==> config.mk <==
export PLATFORM = sky130hd
export DESIGN_NAME = wb_wide_reg
export DESIGN_NICKNAME = d
export VERILOG_FILES = /design/src/rtl/wb_wide_reg_pkg.sv /design/src/rtl/wb_wide_reg_cycle_ctrl.sv /design/src/rtl/wb_wide_reg.sv
export SDC_FILE = /design/constraint.sdc
export NUM_CORES = 1
export LEC_CHECK = 0
export ABC_AREA = 1
export CORE_MARGIN = 2
export CORE_UTILIZATION = 55
export CTS_CLUSTER_SIZE = 20
export DETAILED_ROUTE_END_ITERATION = 6
export PLACE_DENSITY = 0.87
export SETUP_SLACK_MARGIN = 0.1
export SLEW_MARGIN = 5
export SYNTH_ARGS = -nofsm -noshare
export SYNTH_HDL_FRONTEND = slang
export SYNTH_HIERARCHICAL = 1
export SYNTH_SLANG_ARGS = --single-unit
==> constraint.sdc <==
create_clock -name clk_i -period 2.1 [get_ports clk_i]
set_input_delay 0.315 -clock clk_i [delete_from_list [all_inputs] [get_ports clk_i]]
set_output_delay 0.315 -clock clk_i [all_outputs]
set_load 0.05 [all_outputs]
==> src/rtl/wb_wide_reg_pkg.sv <==
// wb_wide_reg_pkg
//   Shared constants and helpers for the wide-register Wishbone slave:
//   bus data width, a constant-evaluable clog2, the bus-word to
//   register-word index mapping, and a byte-lane merge.
package wb_wide_reg_pkg;

    localparam int WB_DATA_W = 32;
    localparam int WB_SEL_W  = WB_DATA_W / 8;

    // Ceiling log2; usable in parameter expressions.
    function automatic int clog2(input int value);
        int r;
        r = 0;
        while ((1 << r) < value) r++;
        return r;
    endfunction

    // Bus word address -> register word index k (word k = bits [32k+31:32k]).
    // Only meaningful for adr < n; callers guard out-of-range addresses.
    function automatic int word_index(input int adr, input int n, input bit msw_first);
        return msw_first ? (n - 1 - adr) : adr;
    endfunction

    // Replace the bytes of old_word whose sel bit is set with new_word's bytes.
    function automatic logic [WB_DATA_W-1:0] byte_merge(
        input logic [WB_DATA_W-1:0] old_word,
        input logic [WB_DATA_W-1:0] new_word,
        input logic [WB_SEL_W-1:0]  sel
    );
        logic [WB_DATA_W-1:0] res;
        for (int b = 0; b < WB_SEL_W; b++)
            res[8*b +: 8] = sel[b] ? new_word[8*b +: 8] : old_word[8*b +: 8];
        return res;
    endfunction

endpackage

==> src/rtl/wb_wide_reg_cycle_ctrl.sv <==
// wb_cycle_ctrl
//   Generic single-outstanding Wishbone handshake: accepts a request,
//   registers address/data/sel/we, and walks it through a fixed
//   three-stage valid pipeline so the ack lands two edges after accept.
// Ports:
//   clk, rst            clock, synchronous active-high reset
//   cyc, stb, adr, sel, we, dat   bus request inputs
//   ack, stall          bus handshake outputs (both registered/cheap)
//   t1_vld              request is in its first stage (act on next edge = T1)
//   t2_vld              request is in its second stage (act on next edge = T2)
//   req_adr/sel/we/dat  request fields captured at accept
module wb_cycle_ctrl
    import wb_wide_reg_pkg::*;
#(
    parameter int AW = 2
)(
    input  logic                 clk,
    input  logic                 rst,
    input  logic                 cyc,
    input  logic                 stb,
    input  logic [AW-1:0]        adr,
    input  logic [WB_SEL_W-1:0]  sel,
    input  logic                 we,
    input  logic [WB_DATA_W-1:0] dat,
    output logic                 ack,
    output logic                 stall,
    output logic                 t1_vld,
    output logic                 t2_vld,
    output logic [AW-1:0]        req_adr,
    output logic [WB_SEL_W-1:0]  req_sel,
    output logic                 req_we,
    output logic [WB_DATA_W-1:0] req_dat
);

    localparam int STAGES = 2;

    // vld_pipe[0]: accepted, vld_pipe[1]: past T1, vld_pipe[STAGES]: ack cycle
    logic [STAGES:0] vld_pipe;
    logic            busy;
    logic            accept;

    // Busy through the ack cycle: a master holding stb during the ack cycle
    // is still presenting the same request, so it must not be re-accepted.
    assign busy   = |vld_pipe;
    assign accept = cyc & stb & ~busy;

    always_ff @(posedge clk) begin
        if (rst) vld_pipe <= '0;
        else     vld_pipe <= {vld_pipe[STAGES-1:0], accept};
    end

    always_ff @(posedge clk) begin
        if (rst) begin
            req_adr <= '0;
            req_sel <= '0;
            req_we  <= 1'b0;
            req_dat <= '0;
        end else if (accept) begin
            req_adr <= adr;
            req_sel <= sel;
            req_we  <= we;
            req_dat <= dat;
        end
    end

    assign ack    = vld_pipe[STAGES];
    assign stall  = cyc & stb & ~ack;
    assign t1_vld = vld_pipe[0];
    assign t2_vld = vld_pipe[1];

endmodule

==> src/rtl/wb_wide_reg.sv <==
// wb_wide_reg
//   Wishbone slave exposing one WIDTH-bit register as N = WIDTH/32 words.
//   ATOMIC=1 adds a write shadow (committed by writing the last bus word)
//   and a read snapshot (captured by reading bus word 0) so multi-word
//   values move coherently. A hardware load port overrides bus updates.
// Ports:
//   clk_i, rst_i                  clock, synchronous active-high reset
//   wb_*_i / wb_*_o               Wishbone pipelined/classic slave port
//   reg_o                         current register value
//   wr_pulse_o                    one-cycle strobe when a bus write lands in reg_o
//   load_i, load_val_i            hardware load (wins over bus updates)
module wb_wide_reg
    import wb_wide_reg_pkg::*;
#(
    parameter int               WIDTH       = 128,
    parameter int               ATOMIC      = 1,
    parameter int               MSW_FIRST   = 1,
    parameter logic [WIDTH-1:0] RESET_VALUE = '0,
    localparam int              N           = WIDTH / WB_DATA_W,
    localparam int              AW          = (clog2(N) < 1) ? 1 : clog2(N)
)(
    input  logic                 clk_i,
    input  logic                 rst_i,
    input  logic                 wb_cyc_i,
    input  logic                 wb_stb_i,
    input  logic [AW-1:0]        wb_adr_i,
    input  logic [WB_SEL_W-1:0]  wb_sel_i,
    input  logic                 wb_we_i,
    input  logic [WB_DATA_W-1:0] wb_dat_i,
    output logic                 wb_ack_o,
    output logic                 wb_err_o,
    output logic                 wb_rty_o,
    output logic                 wb_stall_o,
    output logic [WB_DATA_W-1:0] wb_dat_o,
    output logic [WIDTH-1:0]     reg_o,
    output logic                 wr_pulse_o,
    input  logic                 load_i,
    input  logic [WIDTH-1:0]     load_val_i
);

    localparam bit            POW2       = ((1 << AW) == N);
    localparam logic [AW-1:0] COMMIT_ADR = AW'(N - 1);

    logic [N-1:0][WB_DATA_W-1:0] reg_w, reg_nxt;
    logic [N-1:0][WB_DATA_W-1:0] shadow, shadow_nxt;
    logic [N-1:0][WB_DATA_W-1:0] snap;
    logic [WB_DATA_W-1:0]        rd_q, rd_word;
    logic [WB_DATA_W-1:0]        reg_merged, shadow_merged;
    logic                        pulse_nxt, snap_cap;

    logic                        t1_vld, t2_vld;
    logic [AW-1:0]               req_adr;
    logic [WB_SEL_W-1:0]         req_sel;
    logic                        req_we;
    logic [WB_DATA_W-1:0]        req_dat;

    logic                        in_range;
    logic [AW-1:0]               k_raw, k;

    wb_cycle_ctrl #(.AW(AW)) u_ctrl (
        .clk     (clk_i),
        .rst     (rst_i),
        .cyc     (wb_cyc_i),
        .stb     (wb_stb_i),
        .adr     (wb_adr_i),
        .sel     (wb_sel_i),
        .we      (wb_we_i),
        .dat     (wb_dat_i),
        .ack     (wb_ack_o),
        .stall   (wb_stall_o),
        .t1_vld  (t1_vld),
        .t2_vld  (t2_vld),
        .req_adr (req_adr),
        .req_sel (req_sel),
        .req_we  (req_we),
        .req_dat (req_dat)
    );

    assign wb_err_o = 1'b0;
    assign wb_rty_o = 1'b0;
    assign reg_o    = reg_w;

    // Address holes only exist when N is not a power of two.
    assign in_range = POW2 || ({1'b0, req_adr} < (AW+1)'(N));
    assign k_raw    = AW'(word_index(int'(req_adr), N, MSW_FIRST != 0));
    assign k        = in_range ? k_raw : '0;

    assign reg_merged    = byte_merge(reg_w[k],  req_dat, req_sel);
    assign shadow_merged = byte_merge(shadow[k], req_dat, req_sel);

    // Bus write lands at T2. Commit takes the shadow for all other words and
    // merges the commit word's unselected bytes from the live register.
    // A commit always pulses (it transfers the shadow even with sel = 0).
    always_comb begin
        reg_nxt    = reg_w;
        shadow_nxt = shadow;
        pulse_nxt  = 1'b0;
        if (t2_vld && req_we && in_range) begin
            if (ATOMIC == 0) begin
                reg_nxt[k] = reg_merged;
                pulse_nxt  = |req_sel;
            end else if (req_adr == COMMIT_ADR) begin
                reg_nxt    = shadow;
                reg_nxt[k] = reg_merged;
                pulse_nxt  = 1'b1;
            end else begin
                shadow_nxt[k] = shadow_merged;
            end
        end
        // Hardware load wins; the bus update of this cycle is dropped.
        if (load_i) begin
            reg_nxt   = load_val_i;
            pulse_nxt = 1'b0;
        end
    end

    // Read path sampled at T1. In atomic mode bus word 0 refreshes the
    // snapshot and reads live; every other word reads the snapshot.
    assign snap_cap = t1_vld && !req_we && (ATOMIC != 0) && (req_adr == '0);

    always_comb begin
        rd_word = '0;
        if (in_range) begin
            if ((ATOMIC != 0) && (req_adr != '0)) rd_word = snap[k];
            else                                  rd_word = reg_w[k];
        end
    end

    always_ff @(posedge clk_i) begin
        if (rst_i) begin
            reg_w      <= RESET_VALUE;
            shadow     <= '0;
            snap       <= '0;
            rd_q       <= '0;
            wb_dat_o   <= '0;
            wr_pulse_o <= 1'b0;
        end else begin
            reg_w      <= reg_nxt;
            shadow     <= shadow_nxt;
            wr_pulse_o <= pulse_nxt;
            if (snap_cap)            snap <= reg_w;
            if (t1_vld && !req_we)   rd_q <= rd_word;
            wb_dat_o <= (t2_vld && !req_we) ? rd_q : '0;
        end
    end

endmodule

After elaboration in Yosys (flattened, before gate mapping) --
Index checks and enable logic that the tools add are counted.
Operators by class: $add $sub $neg 1, multiply operators 0, divide/modulo/power cells 0, order comparisons 2, equal/unequal tests 1, shifts and indexed selects 0, multiplexer cells 23, bitwise logic cells 8, reduce and logical (&&, ||, !) cells 15
Operators with widths (count):
- two-way mux 128 bit | 3
- bitwise mux 128 bit | 2
- binary-select mux 32 bit (select 2 bit) | 3
- two-way mux 32 bit | 5
- demux 32 bit (select 2 bit) | 1
- two-way mux 8 bit | 8
- nonzero test 2 bit | 3
- OR reduction 3 bit | 2
- logical AND 1 bit | 5
- NOT 1 bit | 5
- AND reduction 2 bit | 2
- AND 1 bit | 3
- < comparator 2 x 3 -> 1 bit, second input constant | 1
- == test 2 bit, second input constant | 1
- greater-or-equal comparator 2 x 1 -> 1 bit, second input constant | 1
- logical NOT 2 bit | 1
- OR reduction 2 bit | 1
- subtractor 2 bit, first input constant | 1
- logical NOT 1 bit | 1
- two-way mux 1 bit | 1
Storage, ports and cells: flip-flop bits (word level) 491, bits in latches 0, bits in writable memories 0, bits in read-only memories 0, output and inout bits 165, word-level logic and storage cells 70, memories kept 0

Depth between registers and ports, before layout --
Gate-level depths: netlist of run 1.
word-level depth 9, mapped depth 13, gate-level depth less buffers 11

Modules after synthesis --
Netlist of run 1, hierarchy kept.
Modules (own cells, without submodules):
- wb_wide_reg | instances 1, cells an instance 3320, area an instance 20562.2 µm², sequential area each 8348.0 µm²
- wb_cycle_ctrl | instances 1, cells an instance 267, area an instance 1873.0 µm², sequential area each 840.8 µm²

Least setup slack after synthesis of run 1 --
OpenSTA, ideal clock, no wires.
kind register -> register, start register u_ctrl.req_adr[1], end register reg_w (netlist bit reg_o[108]), arrival 1.413 ns, path slack 0.554 ns, cell stages (with the launch flop) 10, buffers on the path 3, clock period less this slack 1.546 ns, cells stage by stage dfxtp_1 > buf_2 > nand2_2 > inv_2 > a21oi_2 > buf_2 > clkbuf_1 > a21oi_1 > nand2_1 > a21oi_1
On the way: longest elaborated chain between the ends 9
RTL lines:
- start: declaration | line wb_wide_reg_cycle_ctrl.sv:29 | output logic [AW-1:0] req_adr,
- start signal: assignment | line wb_wide_reg_cycle_ctrl.sv:59 | req_adr <= adr;
- subtractor 2 bit | line wb_wide_reg_pkg.sv:21 | return msw_first ? (n - 1 - adr) : adr;
- < comparator 2 x 3 -> 1 bit (implied by the code) / greater-or-equal comparator 2 x 1 -> 1 bit (equally long branches) | line wb_wide_reg.sv:104 | reg_nxt[k] = reg_merged;
- logical AND 1 bit (implied by the code) | line wb_wide_reg.sv:104
- two-way mux 32 bit (implied by the code) | line wb_wide_reg.sv:104
- demux 32 bit (select 2 bit) | line wb_wide_reg.sv:104
- bitwise mux 128 bit | line wb_wide_reg.sv:104
- two-way mux 128 bit | line wb_wide_reg.sv:102 | end else if (req_adr == COMMIT_ADR) begin
- two-way mux 128 bit | line wb_wide_reg.sv:98 | if (t2_vld && req_we && in_range) begin
- two-way mux 128 bit | line wb_wide_reg.sv:111 | if (load_i) begin
- end signal: assignment | line wb_wide_reg.sv:138 | reg_w <= reg_nxt;
- end: declaration | line wb_wide_reg.sv:44 | logic [N-1:0][WB_DATA_W-1:0] reg_w, reg_nxt;
Several ways; a longest one is shown, not always the timed one. The select of a mux whose other input is x is not followed. A chain may end at the register's enable or synchronous reset.

Worst setup path after layout of run 1 --
start register reg_w (netlist bit reg_o[97]), end output reg_o[97]
RTL lines:
- end: declaration | line wb_wide_reg.sv:35 | output logic [WIDTH-1:0] reg_o,
No word-level cell between the ends.

==> results of run 1 <==
[placed cells by master, fill, tap and decap left out, drive strengths merged]
cell,netlist,final
a22oi,8,8
nor4,1,1
a21oi,549,549
clkdlybuf4s50,0,169
inv,476,477
nand3,59,59
o21ai,195,195
o2111ai,32,32
nor2,252,252
buf,105,148
nand2,1267,1267
o221ai,13,13
a31oi,21,21
dfxtp,459,459
conb,1,2
bufinv,0,4
clkbuf,148,75
dlymetal6s2s,0,12
dlygate4sd2,0,144
clkinv,1,6
diode,0,4
[metal layers]
metal	global-route usage	share of wire
met1	0.5459	0.40
met2	0.5079	0.40
met4	0.1528	0.044
met3	0.1220	0.17
met5	0	0
[sequential cells by signal (all words and copies together) (netlist names)]
signal,cells
u_ctrl/req_we,1
rd_q,32
u_ctrl/req_sel,4
wr_pulse_o,1
u_ctrl/req_dat,32
u_ctrl/req_adr,2
u_ctrl/vld_pipe,3
shadow,128
snap,96
wb_dat_o,32
reg_o,128
[worst paths after layout]
path,cells after the start,start,slack [ns],endpoint
worst max-delay path,1,reg_o[97]$_SDFFE_PP0P_,0.09,reg_o[97]
worst min-delay path,2,rst_i,0.17,shadow[5]$_SDFFE_PP0P_
worst max register to register,11,u_ctrl/req_adr[0]$_SDFFE_PP0P_,0.14,reg_o[105]$_SDFFE_PP0P_
worst min register to register,2,rd_q[26]$_SDFFE_PP0P_,0.42,wb_dat_o[26]$_SDFF_PP0_
[layout make-up]
| type | instances | area [um^2] | share of cell area |
|---|---|---|---|
| clock inverter | 10 | 165.2 | 0.005828 |
| multi-input combinational | 2399 | 10420 | 0.3677 |
| timing repair buffer | 475 | 4649 | 0.1641 |
| antenna | 4 | 10.01 | 0.0003532 |
| sequential | 459 | 9190 | 0.3243 |
| clock buffer | 73 | 1455 | 0.05135 |
| tap | 525 | 656.9 | 0.02318 |
| inverter | 477 | 1792 | 0.06323 |
[cell families (layout without fill, tap and decap cells)]
family / Yosys count / after routing / synth area share
AO/OA/AOI/OAI: 818 / 818 / 0.1939
buffers and inverters: 730 / 1035 / 0.1277
flip-flops: 459 / 459 / 0.4096
other: 1 / 6 / 0.0001671
AND/OR/NAND/NOR: 1579 / 1579 / 0.2687
[worst reg2reg max path, delay by kind of cell, from the launching register on]
kind                   cells  cell delay, ns
AO/OA/AOI/OAI              1            0.17
buffers and inverters      1            0.35
flip-flops                 1            0.43
AND/OR/NAND/NOR            9            0.95
[repair_timing]
action                     CTS  global route
setup endpoints to repair  145            14
hold buffers                 0             0
resized for setup          145            14
[metrics by stage]
stage	util	worst slack (ns)	hold WS [ns]	total power, mW	instances
floorplan	-	0.5545	0.3866	11.34	3588
global placement	0.6715	0.3380	0.4145	12.83	4335
detailed placement	0.6715	0.3041	0.4143	12.86	4335
CTS	0.7074	0.1003	0.1574	21.41	4418
global route	0.7082	0.09569	0.1917	22.13	4420
finish	0.7083	0.09079	0.1741	21.56	4422
[power groups by stage]
stage	sequential [mW]	combinational [mW]	clock, mW
3_5_place_dp	9.46	3.40	0
6_report	9.29	3.44	8.83
5_1_grt	9.30	3.64	9.19
2_1_floorplan	9.83	1.51	0
4_1_cts	9.27	3.34	8.81
3_3_place_gp	9.46	3.37	0
==> results by group, run 1 <==
Synthesis
  – Synth Instances: approximately 3600
  – Ys async rst share: 0
  – #FFs+latches synth: 459
  – Area leader, netlist: dfxtp_1
  – Synth Flop Type: dfxtp_1
  – Most frequent cells after synthesis: nand2_1, a21oi_1, inv_1
  – Synth Warn #: 6
  – Yosys top cell area share: 0.4096
  – Dominant cells by area after synthesis: dfxtp_1, nand2_1, a21oi_1
  – Cell Area, Synth: between 0.02 and 0.025 mm^2
  – Yosys cell types: 25
  – EDFF count, synth: 0
  – Mean Syn Cell Area: 6.255 um^2
  – Post-synthesis sequential area ratio: 0.4096
  – Cell with the most instances after synthesis: nand2_1

GRT
  – Pin count of the biggest net entering global routing: about 130
  – Grt ovf: 0
  – Initial antenna violation count: 6
  – First-pass GRT wire length: 123700 um
  – Total Routing Usage GR: 0.3764
  – Vias in the first global route: around 21000

Layout
  – Area growth syn-to-layout: 26.31%
  – Final net count: roughly 4000
  – Layout cell share with drive strength beyond 1: 0.06525
  – Fillcell total: approximately 3300
  – Post-Layout Inst Area: 0.02834 mm^2

Timing
  – Tightest Pin Transition: roughly 0.67 ns
  – Final min period: ~2 ns
  – Clock skew: 0.03409 ns
  – Period utilization: 0.9568
  – Slew Viols, Final: 0
  – Final setup violation count: 0
  – RSZ-0062 raised after global routing: true
  – Final Hold Viols: 0
  – Max_slew headroom: 0.5551
  – Fmax: between 400 and 500 MHz
  – Final TNS setup: 0 ns

Critical path
  – Worst path bufs/invs: 1
  – Worst setup SP type: flip-flop
  – CP Capture Type: primary output
  – Top cell family by delay on the critical path: buffers and inverters
  – Worst Path Required: between 1.5 and 2 ns
  – Kind of critical path: flip-flop to primary output
  – Worst-path fanout max: 4
  – WP data arrival: 1.69 ns
  – Slowest cell on crit path: dlygate4sd2_1
  – Worst path max stage delay: between 0.5 and 0.6 ns
  – Crit path cell chain: dlygate4sd2_1

Route
  – DRT iter0 DRCs: 4085
  – Post-DR wirelength/cell: approximately 19 um
  – Drt total wl: ~83000 um
  – TritonRoute pass-1 iters: 6
  – Post-DRT Antenna Nets: 0
  – DRC viols: 0
  – Vias post-DR: ~25000
  – Avg Vias per Cell: between 5 and 6

Floorplanning
  – Io pins: ~340
  – Die Span X: 206.0 um
  – Die Footprint: 0.04242 mm^2
  – Starting density of the core: 0.5608
  – Core area: between 0.04 and 0.05 mm^2
  – Die Ht: 206.0 um
  – # rows: between 70 and 80

Status
  – Status: finished, final reports clean

Clock network
  – Total CTS buffers: 47
  – CTS max path bufs: 3
  – Sink Count: 459
  – Clk Latency, worst-skew pair: roughly 0.6 ns
  – # Post-CTS Setup Buffers: 0
  – Root Buffer: clkbuf_16
  – CTS clk-pin slew, worst paths: 0.06 ns
  – TritonCTS clock tree: built
  – Htree depth: 2

Power
  – Sw Ratio: 0.2870
  – P_sw: 6.188 mW
  – Leak Pwr: around 14 nW
  – Clock power share: 0.409
  – Internal: ~15 mW
  – Logic pwr share: 0.160
  – Maximum vdd drop: 567.1 uV
  – Sequential power share: 0.431
  – Pwr Density: about 760 mW/mm^2

Placement
  – Post-DP Area: around 0.027 mm^2
  – # port buffers: approximately 330
  – Placer Congestion: 1.056
  – Post-detail-place hpwl: 56900 um

Hold path
  – Worst hold path class: primary input to flip-flop

Run
  – Max Cap Viol: 0
(Power assumes the default switching activity.)
==> run 2: changes to the inputs <==
==> constraint.sdc (replaced) <==
create_clock -name clk_i -period 1.9 [get_ports clk_i]
set_input_delay 0.285 -clock clk_i [delete_from_list [all_inputs] [get_ports clk_i]]
set_output_delay 0.285 -clock clk_i [all_outputs]
set_load 0.05 [all_outputs]
==> results by group, run 2 (same netlist as run 1, synthesis figures left out) <==
Layout
  – Commonest non-fill, non-tap cell in the layout: nand2_1
  – Commonest non-fill, non-tap cells in the layout: nand2_1, a21oi_1, inv_1
  – Layout cell share with drive strength beyond 1: 0.09841
  – Post-Layout Inst Area: approximately 0.028 mm^2
  – Fillcell total: about 3400
  – Final core occ: 0.7081
  – Final net count: between 4000 and 5000
  – Area growth syn-to-layout: 26.27%

Timing
  – Tightest Pin Transition: around 0.55 ns
  – Final min period: 1.786 ns
  – Fmax: around 560 MHz
  – Final Hold Viols: 0
  – Max_slew headroom: 0.6335
  – Fin Hold WS: a little under 0.2 ns
  – Period utilization: 0.9402
  – Final TNS setup: 0 ns
  – RSZ-0062 raised after global routing: true
  – Slew Viols, Final: 0
  – Clock skew: about 0.026 ns
  – Final setup margin: around 0.11 ns
  – Final setup violation count: 0

Hold path
  – Worst hold path class: primary input to flip-flop
  – Hold_sp: rst_i

Critical path
  – RR Startpoint: u_ctrl/req_adr[0]$_SDFFE_PP0P_
  – Worst Path Required: 1.62 ns
  – Worst path max stage delay: roughly 0.47 ns
  – Worst-path fanout max: 4
  – Top cell family by delay on the critical path: flip-flops
  – WP data arrival: ~1.5 ns
  – Worst path bufs/invs: 1
  – CP Capture Type: primary output
  – Crit path from: reg_o[102]$_SDFFE_PP0P_
  – Crit path cell chain: clkdlybuf4s15_2
  – R2R Setup Slk: roughly 0.15 ns
  – Kind of critical path: flip-flop to primary output
  – Slowest cell on crit path: dfxtp_1
  – Worst setup SP type: flip-flop

GRT
  – Initial antenna violation count: 1
  – Total Routing Usage GR: 0.3625
  – First-pass GRT wire length: between 100000 and 150000 um
  – Vias in the first global route: between 20000 and 25000
  – Global routing usage on met2: 0.5195
  – Grt ovf: 0
  – Met3 Use GR: 0.08483
  – Gr busiest metal: met2
  – Pin count of the biggest net entering global routing: 120
  – M1 GR Usage: 0.5091

Route
  – TritonRoute pass-1 iters: 6
  – Post-DR wirelength/cell: between 15 and 20 um
  – Vias post-DR: approximately 24000
  – Avg Vias per Cell: ~5.5
  – Drt total wl: roughly 80000 um
  – Post-DRT Antenna Nets: 0
  – DRT iter0 DRCs: about 3100
  – DRC viols: 0

Clock network
  – Clk Latency, worst-skew pair: between 0.6 and 0.7 ns
  – Sink Count: 459
  – CTS clk-pin slew, worst paths: around 0.060 ns
  – TritonCTS clock tree: built
  – Post-CTS Hold Buffers: 0
  – Htree depth: 2
  – Total CTS buffers: 47
  – Root Buffer: clkbuf_16
  – CTS max path bufs: 3

Placement
  – Post-detail-place hpwl: around 54000 um
  – Placer Congestion: ~1.0
  – Post-DP Area: around 0.027 mm^2
  – Dpl ws: between 0.08 and 0.09 ns
  – # port buffers: between 300 and 400

Floorplanning
  – Die Span X: 206.0 um
  – Die Ht: a little over 200 um
  – Io pins: roughly 340
  – Core area: ~0.04 mm^2
  – Starting density of the core: 0.5608
  – Die Footprint: about 0.042 mm^2
  – # rows: between 70 and 80

Power
  – P_sw: ~6.8 mW
  – Clock power share: 0.398
  – Internal: 16.64 mW
  – Sw Ratio: 0.2899
  – Pwr Density: about 830 mW/mm^2
  – Leak Pwr: around 14 nW
  – Maximum vdd drop: 537.2 uV
  – Sequential power share: 0.436
  – Logic pwr share: 0.166

Run
  – Max Cap Viol: 0

Status
  – Status: finished, final reports clean
==> run 2: final cells by class <==
type	count	area (um^2)	area share
sequential	459	9194	0.3245
timing repair buffer	484	4726	0.1668
multi-input combinational	2399	10420	0.3679
antenna	1	2.502	0.00008834
clock buffer	71	1398	0.04934
clock inverter	12	130.1	0.004593
inverter	477	1800	0.06356
tap	525	656.9	0.02319
==> run 2: layer usage <==
metal | share of wire | up-vias
li1 | - | 11730
met1 | 0.40 | 10800
met2 | 0.41 | 1538
met3 | 0.14 | 235
met4 | 0.050 | 2
met5 | 0.00020 | -
==> run 2: power by group through the flow <==
stage / combinational [mW] / sequential, mW / clock, mW
finish: 3.90 / 10.2 / 9.33
CTS: 3.77 / 10.2 / 9.34
global placement: 3.73 / 10.4 / 0
floorplan: 1.66 / 10.9 / 0
detailed placement: 3.75 / 10.4 / 0
global route: 4.14 / 10.2 / 9.71
==> run 2: through the flow <==
step | std cells | total power [mW]
3_3_place_gp | 4342 | 14.12
6_report | 4428 | 23.43
4_1_cts | 4425 | 23.30
2_1_floorplan | 3588 | 12.53
5_1_grt | 4427 | 24.08
3_5_place_dp | 4342 | 14.15
==> run 2: worst reg2reg max path, cell delays in order (launching register included) <==
cell	delay, ns
dfxtp_4	0.39
buf_4	0.15
nand2_2	0.11
inv_2	0.08
a21oi_4	0.25
buf_4	0.17
buf_12	0.19
a21oi_1	0.11
nand2_1	0.14
a21oi_1	0.07
==> run 2: what timing repair did <==
item	CTS	global route
endpoints found under the setup margin	55	80
gates resized for setup	91	15
cloned	0	1
pin swaps	0	1
setup buffers	0	1
==> run 2: path summary, 6_finish.rpt <==
kind                                                 endpoint  cells past startpoint
worst min-delay path            u_ctrl/vld_pipe[1]$_SDFF_PP0_                      3
worst min register to register         wb_dat_o[1]$_SDFF_PP0_                      2
worst max-delay path                               reg_o[102]                      1
worst max register to register         reg_o[91]$_SDFFE_PP0P_                      9
